--- src/rtl/updown_mod_counter.sv ---
// -----------------------------------------------------------------------------
// updown_mod_counter
//
// Synchronous up/down counter with programmable modulus (0..MAX_VAL),
// parallel load (clamped to MAX_VAL), and 74xx-style cascade enables
// (CEP/CET/TC). WRAP is a registered one-cycle pulse that coincides with Q
// showing the wrapped value.
//
// Chaining: stage n+1 CET = stage n TC, with CEP shared by every stage. This
// gives a synchronous multi-digit counter. With MAX_VAL = 9 each stage is a
// BCD digit.
//
// Optional build macro: UPDOWN_MOD_COUNTER_SAT_EN
//   - Defined: saturating mode.
//     - An up-count at MAX_VAL holds MAX_VAL.
//     - A down-count at 0 holds 0.
//     - WRAP is tied low.
//     - TC still flags the limit.
//   - Undefined (default): wrap-around mode.
// -----------------------------------------------------------------------------
module updown_mod_counter #(
    parameter int unsigned       WIDTH     = 8,
    parameter longint unsigned   MAX_VAL   = (64'd1 << WIDTH) - 64'd1,
    parameter longint unsigned   RESET_VAL = 64'd0
) (
    input  logic             CP,
    input  logic             SR,
    input  logic [WIDTH-1:0] P,
    input  logic             PE,
    input  logic             UD,
    input  logic             CEP,
    input  logic             CET,
    output logic [WIDTH-1:0] Q,
    output logic             TC,
    output logic             WRAP
);

    // Largest value representable in WIDTH bits, held in 64-bit arithmetic
    // so the range checks below do not overflow.
    localparam longint unsigned MAX_LIMIT = (64'd1 << WIDTH) - 64'd1;

    localparam logic [WIDTH-1:0] MAX_Q   = WIDTH'(MAX_VAL);
    localparam logic [WIDTH-1:0] RESET_Q = WIDTH'(RESET_VAL);
    localparam logic [WIDTH-1:0] ONE_Q   = WIDTH'(1);

`ifdef UPDOWN_MOD_COUNTER_SAT_EN
    localparam bit SATURATE = 1'b1;
`else
    localparam bit SATURATE = 1'b0;
`endif

    // -------------------------------------------------------------------------
    // Elaboration-time parameter checks
    // -------------------------------------------------------------------------
    generate
        if (WIDTH < 2 || WIDTH > 63) begin : g_bad_width
            $error("updown_mod_counter: WIDTH must be in 2..63");
        end
        if (MAX_VAL < 64'd1 || MAX_VAL > MAX_LIMIT) begin : g_bad_max
            $error("updown_mod_counter: MAX_VAL must be in 1..2**WIDTH-1");
        end
        if (RESET_VAL > MAX_VAL) begin : g_bad_reset
            $error("updown_mod_counter: RESET_VAL must not exceed MAX_VAL");
        end
    endgenerate

    // -------------------------------------------------------------------------
    // State and next-state signals
    // -------------------------------------------------------------------------
    logic [WIDTH-1:0] q_reg;
    logic [WIDTH-1:0] q_next;
    logic             wrap_reg;
    logic             wrap_next;

    logic [WIDTH-1:0] load_val;
    logic             at_max;
    logic             at_zero;
    logic             count_en;

    // Limit detection and the load path; the load clamps out-of-range data.
    assign at_max   = (q_reg == MAX_Q);
    assign at_zero  = (q_reg == '0);
    assign load_val = (P > MAX_Q) ? MAX_Q : P;
    assign count_en = CEP & CET;

    // Next count and wrap flag: load beats count, and count beats hold.
    always_comb begin
        // NOTE: every output of this block gets a default first. A path that
        // leaves a variable unassigned would infer a latch.
        q_next    = q_reg;
        wrap_next = 1'b0;

        if (!PE) begin
            q_next = load_val;
        end else if (count_en) begin
            if (UD) begin
                if (!at_max) begin
                    q_next = q_reg + ONE_Q;
                end else if (!SATURATE) begin
                    q_next    = '0;
                    wrap_next = 1'b1;
                end
            end else begin
                if (!at_zero) begin
                    q_next = q_reg - ONE_Q;
                end else if (!SATURATE) begin
                    q_next    = MAX_Q;
                    wrap_next = 1'b1;
                end
            end
        end
    end

    // State register: synchronous reset overrides load, count and hold.
    always_ff @(posedge CP) begin
        // NOTE: sequential state uses non-blocking assignments. All registers
        // then update from the same pre-edge values, with no order race.
        if (SR) begin
            q_reg    <= RESET_Q;
            wrap_reg <= 1'b0;
        end else begin
            q_reg    <= q_next;
            wrap_reg <= wrap_next;
        end
    end

    // -------------------------------------------------------------------------
    // Outputs
    // -------------------------------------------------------------------------
    // TC is combinational, so it reacts in the same cycle to Q, UD and CET.
    // It ignores CEP, which lets a shared CEP stall a whole chain without
    // disturbing the ripple of TC into the next stage's CET.
    assign Q    = q_reg;
    assign TC   = CET & (UD ? at_max : at_zero);
    assign WRAP = SATURATE ? 1'b0 : wrap_reg;

endmodule

--- config.mk ---
export PLATFORM = sky130hd
export DESIGN_NAME = updown_mod_counter
export DESIGN_NICKNAME = d
export VERILOG_FILES = /design/src/rtl/updown_mod_counter.sv
export SDC_FILE = /design/constraint.sdc
export NUM_CORES = 1
export LEC_CHECK = 0
export CELL_PAD_IN_SITES_DETAIL_PLACEMENT = 0
export CELL_PAD_IN_SITES_GLOBAL_PLACEMENT = 1
export CORE_MARGIN = 10
export CORE_UTILIZATION = 36
export DETAILED_ROUTE_END_ITERATION = 8
export PLACE_DENSITY = 0.91
export SETUP_SLACK_MARGIN = 0.4
export SYNTH_ARGS = -nofsm -noshare
export SYNTH_HDL_FRONTEND = slang
export SYNTH_SLANG_ARGS = --single-unit
--- constraint.sdc ---
create_clock -name CP -period 4.3 [get_ports CP]
set_clock_uncertainty 0.1 [all_clocks]
set_input_delay 0.43 -clock CP [delete_from_list [all_inputs] [get_ports CP]]
set_output_delay 0.43 -clock CP [all_outputs]
set_load 0.01 [all_outputs]
### Yosys cells after proc, flatten, opt, wreduce, memory -nomap -nowiden

Index checks and enable logic that the tools add are counted.

| cells by class | value |
|---|---|
| muxes and demuxes | 10 |
| bitwise gates (word level) | 4 |
| add/subtract/negate cells | 2 |
| reduce and logical (&&, ||, !) cells | 2 |
| equal/unequal tests | 2 |
| $lt $le $gt $ge | 1 |

Operator list:

| operator | count |
|---|---|
| $mux W8 | 6 |
| $add A8 B1 Y8 const B | 1 |
| $eq A8 B8 Y1 const B | 1 |
| $gt A8 B8 Y1 const B | 1 |
| $logic_not A8 Y1 | 1 |
| $sub A8 B1 Y8 const B | 1 |
| $mux W1 | 4 |
| $reduce_or A3 Y1 | 1 |
| $and A1 B1 Y1 | 2 |
| $ne A2 B1 Y1 const B | 1 |
| $not A1 Y1 | 2 |

| storage, ports and cells | value |
|---|---|
| word-level logic and storage cells | 23 |
| output and inout bits | 10 |
| flip-flop bits (word level) | 9 |
| input port bits | 14 |

### Longest topological paths before layout

Gate-level depths: netlist of the first run.

| depth | value |
|---|---|
| depth in word-level cells | 5 |
| mapped depth | 6 |

### Worst setup path after synthesis of the first run

OpenSTA, ideal clock, no wires.

| timing path | value |
|---|---|
| path type | register -> output |
| from | register q_reg[5], in the netlist Q[5] |
| to | output TC |
| arrival | 1.569 ns |
| data required time | 3.770 ns |
| stages on the path, launching flop included | 6 |
| path slack | 2.201 ns |
| path buffers | 1 |
| cell sequence | dfxtp_1 > buf_6 > or4_4 > nor4_4 > a31oi_1 > nor2b_1 |

| on the way | value |
|---|---|
| longest elaborated chain between the ends | 3 |

Ends and longest elaborated chain:

| item | RTL line | text |
|---|---|---|
| from (decl) | 70 | `logic [WIDTH-1:0] q_reg;` |
| from (signal assigned) | 122 | `q_reg <= q_next;` |
| $eq A8 B8 Y1 / $logic_not A8 Y1 (equally long branches) | 81, 82 |  |
| $mux W1 (*) | 134 | `assign TC = CET & (UD ? at_max : at_zero);` |
| $and A1 B1 Y1 (*) | 134 |  |
| to (decl) | 34 | `output logic TC,` |

Mark *: on every way between the ends. The rest lies on a longest branch, timed or not.

### Worst setup path after layout of the first run

| timing path | value |
|---|---|
| from | register q_reg[2], in the netlist Q[2] |
| to | output TC |

The elaborated chain is that of the path after synthesis.

==> metrics.md, run 1 <==
| Metric | Value |
|---|---|
| Number of clock sinks | 9 |
| List of cells traversed by the critical path | or4_4 > nor4_4 > a31oi_1 > nor2b_1 > clkdlybuf4s50_1 |
| Worst path max stage delay | about 0.6 ns |
| Synth Instances | 119 |
| Path depth of the worst reg2reg path | 6 |
| Parity-gate share of the synthesized area counting xor and xnor cells | 0.0197 |
| Crit Path Max Fanout | 16 |
| Number of standard-cell rows in the floorplan | 17 |
| Arr. time, crit path | ~2.4 ns |
| Most used DFF post-synth | sky130_fd_sc_hd__dfxtp_1 |
| Complex-gate fraction of the synthesized area | 0.319 |
| Vias in the first global route | roughly 950 |
| Number of optimization iterations in the first detailed-route pass | 4 |
| Core outline area | between 2000 and 2500 um2 |
| Final-stage net count | ~160 |
| Total number of cells along the worst setup path | 5 |
| Drt total wl | between 2 and 3 mm |
| Worst Path Class, Setup | reg2out |
| Flip-flop and latch count after synthesis | 9 |
| Unrepaired setup endpoints after global routing | no |
| Share of the cycle needed by the critical path after routing | 0.684 |
| Fill cell total of the finished layout | ~230 |
| Setup slack of the worst register-to-register path | 2.22 ns |
| Pin count of the biggest net entering global routing | 21 |
| Post-synthesis simple-gate area fraction | 0.309 |
| Number of CTS-inserted buffers | 3 |
| Synthesized-area fraction occupied by adder cells | 0.0421 |
| Final GP Congestion | 0.914 |
| Peak ir drop on the vdd network | between 200 and 250 uV |
| Post-detailed-placement half-perimeter wirelength | 2.10 mm |
| Post-layout min period | approximately 2.9 ns |
| Clock transition at path regs | ~0.070 ns |
| R2R Path Start | Q[0] |
| Worst Max-Slew Pin Slew | 0.694 ns |
| WL per Instance | approximately 17 um |
| Buffer and inverter count on the worst path | 1 |
| Clk_lat worst skew | 0.27 ns |
| Cells resized by post-CTS repair | 0 |
| Proportion of synthesized flip-flops having asynchronous set or reset | 0 |
| Reg2reg end | Q[4] |
| Clock Tree Buf Depth | 2 |
| Die extent in y | roughly 70 um |
| Count of final max-slew check failures | 0 |
| Synth Net Count | around 140 |
| Max-cap check violation count | 0 |
| Share of layout cells above drive strength 1 | 0.0730 |
| Final number of hold-violating endpoints | 0 |
| Startpoint class of the critical path | flip-flop |
| Die area | 4860 um2 |
| Post-CTS Hold Buffers | 0 |
| DRC marker count from the first detailed-route iteration | 54 |
| DRC | 0 |
| Category of the worst setup path capture point | output pin |
| Worst path slowest cell | sky130_fd_sc_hd__or4_4 |
| Hold Crit Class | reg2reg |
| Clock tree from TritonCTS | done |
| Total overflow reported by the global router | 0 |
| First-pass GRT wire length | 4.77 mm |
| Most frequent cells after synthesis | sky130_fd_sc_hd__nor2_1, sky130_fd_sc_hd__dfxtp_1, sky130_fd_sc_hd__a21oi_1 |
| Number of warnings reported in the yosys synthesis log | 0 |
| Number of cells traversed by the worst hold path | 2 |
| Max transition margin | 0.536 |
| Netlist cell types | between 40 and 50 |
| Via-to-Cell Ratio | 5.98 |
| Worst path top cell family by delay | simple AND/OR/NAND/NOR gates |
| Ratio of total power to cell area | around 240 nW/um2 |
| Post-synthesis cell area | 891 um2 |
| Endpoint of the worst setup timing path | TC |
| Share of the yosys chip area belonging to registers | 0.202 |
| Initial core utilization | 0.391 |
| Average size of a mapped cell | 7.49 um2 |
| Chip Width | 69.7 um |
| Number of port buffers | 23 |
| Overall track demand over capacity in global routing | 0.115 |
| Main combinational cell family by area after synthesis | compound AO/OA/AOI/OAI gates |
| Synth area leaders | sky130_fd_sc_hd__dfxtp_1, sky130_fd_sc_hd__nor2_1, sky130_fd_sc_hd__a21oi_1, sky130_fd_sc_hd__a31oi_1, sky130_fd_sc_hd__ha_1 |
| Remaining number of nets flagged by the antenna check after routing | 0 |
| Routed via count | between 900 and 1000 |
| Timing-limited maximum frequency | 340 MHz |
| Growth of design area from synthesis to finish | 26.8% |
| Number of buffers inserted to repair setup after CTS | 0 |
| Number of flops mapped to enable cells by yosys | 0 |
| Final-layout setup total negative slack | 0 ns |
| Share of the synthesized area in the top cell type | 0.202 |
| Total power after layout | between 200 and 300 uW |
| Portion of netlist area occupied by mux cells | 0.0112 |
| I/O pin count | 24 |
| Outcome | finished, final reports clean |
| Library cell with the largest summed area after synthesis | sky130_fd_sc_hd__dfxtp_1 |
| Critical Path RT | 3.77 ns |
| Clock Tree Root | sky130_fd_sc_hd__clkbuf_4 |
| H-tree levels | 1 |
| Setup crit start | Q[2] |
| Setup violation total in the final timing report | 0 |
| Leak Pwr | 0.402 nW |
| Number of antenna repair diodes | 0 |
| Library cell with the highest instance count after synthesis | sky130_fd_sc_hd__nor2_1 |
| Initial antenna violation count | 0 |
-- cells in the final DEF (no fill, tap or decap), types with 2 or more instances in the layout --
master                            netlist  final
sky130_fd_sc_hd__a21oi_1                8      8
sky130_fd_sc_hd__a31oi_1                6      6
sky130_fd_sc_hd__ha_1                   3      3
sky130_fd_sc_hd__a2111oi_1              2      2
sky130_fd_sc_hd__inv_1                  7      7
sky130_fd_sc_hd__dfxtp_1                9      9
sky130_fd_sc_hd__nor4_1                 2      2
sky130_fd_sc_hd__nand2_1                4      4
sky130_fd_sc_hd__nand3_1                4      4
sky130_fd_sc_hd__o2111ai_1              2      2
sky130_fd_sc_hd__o21ai_0                5      5
sky130_fd_sc_hd__nor3_1                 6      6
sky130_fd_sc_hd__clkbuf_4               0      3
sky130_fd_sc_hd__or2_2                  2      2
sky130_fd_sc_hd__nand2b_1               2      2
sky130_fd_sc_hd__and4_1                 3      3
sky130_fd_sc_hd__o211ai_1               3      3
sky130_fd_sc_hd__nor2_1                13     13
sky130_fd_sc_hd__a211oi_1               2      2
sky130_fd_sc_hd__clkdlybuf4s50_1        0     23
-- through the flow --
| stage | instance area (um2) | instances | setup slack, ns | hold slack (ns) | utilization |
|---|---|---|---|---|---|
| floorplan | 891 | 119 | 2.20 | 0.500 | - |
| global placement | 1100 | 161 | 1.62 | 0.526 | 0.485 |
| detailed placement | 1100 | 161 | 1.60 | 0.552 | 0.485 |
| CTS | 1130 | 165 | 1.34 | 0.563 | 0.496 |
| global route | 1130 | 165 | 1.19 | 0.603 | 0.496 |
| finish | 1130 | 165 | 1.36 | 0.572 | 0.496 |
-- logic make-up (layout without fill, tap and decap cells) --
logic type	after synthesis	in the layout
AND/OR/NAND/NOR	47	47
AO/OA/AOI/OAI	40	40
buffers and inverters	17	35
flip-flops	9	9
adder cells (fa/ha/maj)	3	3
XOR/XNOR	2	2
multiplexers	1	1
-- area by class of cell --
type | count | area [um2] | area share
Multi-Input combinational cell | 93 | 624 | 0.553
Timing Repair Buffer | 24 | 238 | 0.210
Sequential cell | 9 | 180 | 0.159
Tap cell | 28 | 35.0 | 0.0310
Clock buffer | 4 | 26.3 | 0.0233
Inverter | 7 | 26.3 | 0.0233
-- layer usage --
layer | track usage | vias up | share of wire
met1 | 0.151 | 459 | 0.47
met4 | 0.00652 | 0 | 0
met2 | 0.176 | 40 | 0.45
met3 | 0.0514 | 0 | 0.079
met5 | 0 | - | 0
li1 | - | 488 | -
-- state kept, by name (all words and copies together) (netlist names) --
signal  cells
Q           8
WRAP        1
-- worst min path at each step --
| stage | startpoint | to |
|---|---|---|
| after global routing | Q[7] | Q[7] |
| final | Q[7] | Q[7] |
| after detailed placement | Q[7] | Q[7] |
| after global placement | Q[7] | Q[7] |
| after floorplan | P[2] | Q[2] |
| after CTS | Q[7] | Q[7] |
-- report_power, final --
group          total (mW)  switching (mW)  internal, mW
logic              0.0992          0.0495        0.0497
registers           0.106          0.0166        0.0894
clock network      0.0716          0.0356        0.0360
-- worst min-delay path, stage by stage, from the launching register on --
cell and delay, ns:
sky130_fd_sc_hd__dfxtp_1 0.39, sky130_fd_sc_hd__o21ai_0 0.19, sky130_fd_sc_hd__a31oi_1 0.05
(Power assumes the default switching activity.)
==> run 2, diff against run 1 <==
--- a/config.mk
+++ b/config.mk
@@ -8,9 +8,9 @@
 export CELL_PAD_IN_SITES_DETAIL_PLACEMENT = 0
 export CELL_PAD_IN_SITES_GLOBAL_PLACEMENT = 1
 export CORE_MARGIN = 10
-export CORE_UTILIZATION = 36
+export CORE_UTILIZATION = 30
 export DETAILED_ROUTE_END_ITERATION = 8
-export PLACE_DENSITY = 0.91
+export PLACE_DENSITY = 0.82
 export SETUP_SLACK_MARGIN = 0.4
 export SYNTH_ARGS = -nofsm -noshare
 export SYNTH_HDL_FRONTEND = slang
==> constraint.sdc (replaced) <==
create_clock -name CP -period 2.5 [get_ports CP]
set_clock_uncertainty 0.1 [all_clocks]
set_input_delay 0.25 -clock CP [delete_from_list [all_inputs] [get_ports CP]]
set_output_delay 0.25 -clock CP [all_outputs]
set_load 0.01 [all_outputs]
==> metrics.md, run 2 (synthesis results as in run 1) <==
| Metric | Value |
|---|---|
| Crit Path Max Fanout | 2 (-14) |
| Clock Tree Buf Depth | 2 (unchanged) |
| Most frequent cells in the layout | sky130_fd_sc_hd__clkdlybuf4s50_1, sky130_fd_sc_hd__nor2_1, sky130_fd_sc_hd__buf_4 |
| Post-layout min period | about 2.0 ns |
| Share of layout cells above drive strength 1 | 0.184 (+0.111) |
| Number of clock sinks | 9 (unchanged) |
| WL per Instance | 16.8 um (-3.8%) |
| Post-CTS Hold Buffers | 0 (unchanged) |
| Unrepaired setup endpoints after global routing | no |
| Worst path slowest cell | sky130_fd_sc_hd__or4_4 |
| Total power after layout | 498 uW (+80%) |
| Final-stage net count | 165 (+6.5%) |
| Routed length on met3 | 266 um (+16%) |
| Chip Width | 74.5 um (+6.8%) |
| Timing-limited maximum frequency | between 400 and 500 MHz |
| Drt total wl | 3.00 mm (+3.8%) |
| Initial core utilization | 0.318 (-0.0739) |
| Hold Crit Class | in2reg |
| Remaining number of nets flagged by the antenna check after routing | 0 (unchanged) |
| Worst path max stage delay | 0.56 ns (-0.03 ns) |
| Clk_lat worst skew | 0.27 ns (about the same) |
| Clock transition at path regs | 0.06 ns (about the same) |
| Most common cell after layout, fill and taps aside | sky130_fd_sc_hd__clkdlybuf4s50_1 |
| Total met2 wirelength after detailed routing | 1.37 mm (+5.7%) |
| Number of antenna repair diodes | 0 (unchanged) |
| Max-cap check violation count | 0 (unchanged) |
| Setup slack of the worst register-to-register path | 0.57 ns (-1.65 ns) |
| H-tree levels | 1 (unchanged) |
| Final-layout setup total negative slack | 0 ns (unchanged) |
| Count of final max-slew check failures | 0 (unchanged) |
| Pin count of the biggest net entering global routing | 20 (-4.8%) |
| Core outline area | 2810 um2 (+23%) |
| Routed via count | 1045 (+5.9%) |
| Worst Path Class, Setup | reg2out |
| Final GP Congestion | 0.858 (-6.2%) |
| Final number of hold-violating endpoints | 0 (unchanged) |
| Initial antenna violation count | 0 (unchanged) |
| Worst Max-Slew Pin Slew | 0.445 ns (-0.249 ns) |
| Setup violation total in the final timing report | 0 (unchanged) |
| Critical Path RT | 2.15 ns (-1.62 ns) |
| List of cells traversed by the critical path | or4_4 > nor4_4 > a31oi_1 > nor2b_1 > buf_2 |
| Number of port buffers | 23 (unchanged) |
| DRC | 0 (unchanged) |
| Overall track demand over capacity in global routing | 0.108 (-0.00686) |
| Growth of design area from synthesis to finish | 37.5% |
| Number of CTS-inserted buffers | 3 (unchanged) |
| Clock Tree Root | sky130_fd_sc_hd__clkbuf_4 |
| DRC marker count from the first detailed-route iteration | 105 (+94%) |
| Post-detailed-placement half-perimeter wirelength | 2.25 mm (+7.0%) |
| Arr. time, crit path | 1.66 ns (-0.75 ns) |
| Startpoint class of the critical path | flip-flop |
| Number of optimization iterations in the first detailed-route pass | 4 (unchanged) |
| Die extent in y | 74.5 um (+6.8%) |
| Number of standard-cell rows in the floorplan | 19 (+2) |
| Via-to-Cell Ratio | 5.87 (-1.9%) |
| Ratio of total power to cell area | 406 nW/um2 (+66%) |
| Leak Pwr | 0.459 nW (+14%) |
| Die area | 5550 um2 (+14%) |
| Vias in the first global route | 963 (+1.5%) |
| Clock tree from TritonCTS | done |
| First-pass GRT wire length | 4.75 mm (-0.27%) |
| Worst hold slack | 0.463 ns (-0.108 ns) |
| Max transition margin | 0.703 (+0.167) |
| Outcome | finished, final reports clean |
| Largest register FFs | 8 (unchanged) |
| Metal-1 WL | 1.29 mm (-5.1%) |
| Category of the worst setup path capture point | output pin |
| Uppermost routed layer | met4 |
| Share of the cycle needed by the critical path after routing | 0.805 |
| I/O pin count | 24 (unchanged) |
| Total overflow reported by the global router | 0 (unchanged) |
| Peak ir drop on the vdd network | 197 uV (-14%) |
-- run 2: cell count changes in the layout (fill, tap and decap cells not counted), sizes merged --
cell,before,now
clkdlybuf4s50,23,22
buf,1,12
-- run 2: final timing paths --
kind | depth (start not counted) | startpoint | end
min reg2reg | 2 | Q[1] | Q[1]
min | 3 | P[1] | Q[1]
max | 5 | Q[3] | TC
max reg2reg | 7 | Q[0] | Q[6]
-- run 2: report_power, final --
part | leakage, nW | internal, mW | total [mW] | switching, mW
Combinational | 0.368 | 0.105 | 0.212 | 0.108
Clock | 0.0150 | 0.0615 | 0.117 | 0.0558
Sequential | 0.0753 | 0.154 | 0.168 | 0.0142
-- run 2: metrics by stage --
stage / util / cells / instance area (um2) / setup slack (ns)
global placement: 0.419 / 173 / 1170 / 0.270
global route: 0.437 / 178 / 1220 / 0.406
CTS: 0.433 / 178 / 1210 / 0.479
floorplan: - / 119 / 891 / 0.581
detailed placement: 0.419 / 173 / 1170 / 0.262
finish: 0.437 / 178 / 1220 / 0.488
-- run 2: timing repair --
action	4_1_cts	5_1_grt
endpoints found under the setup margin	1	3
buffers inserted	1	0
gates resized for setup	8	3
pin swaps	2	0
endpoints found under the hold margin	0	0
-- run 2: worst max-delay path, delay by kind of cell (launching register included) --
| family | cells | cell delay, ns |
|---|---|---|
| buffers and inverters | 1 | 0.14 |
| AO/OA/AOI/OAI | 1 | 0.09 |
| AND/OR/NAND/NOR | 3 | 0.86 |
| flip-flops | 1 | 0.31 |
-- run 2: layout make-up --
type | instances | area [um2]
tap | 31 | 38.8
sequential | 9 | 185
clock buffer | 4 | 26.3
multi-input combinational | 93 | 641
timing repair buffer | 34 | 308
fill | 289 | 1580
inverter | 7 | 26.3
-- run 2: metal layers --
layer,track usage,vias up
met4,0.0504,0
met5,0,-
li1,-,512
met3,0.0319,8
met1,0.129,481
met2,0.176,44
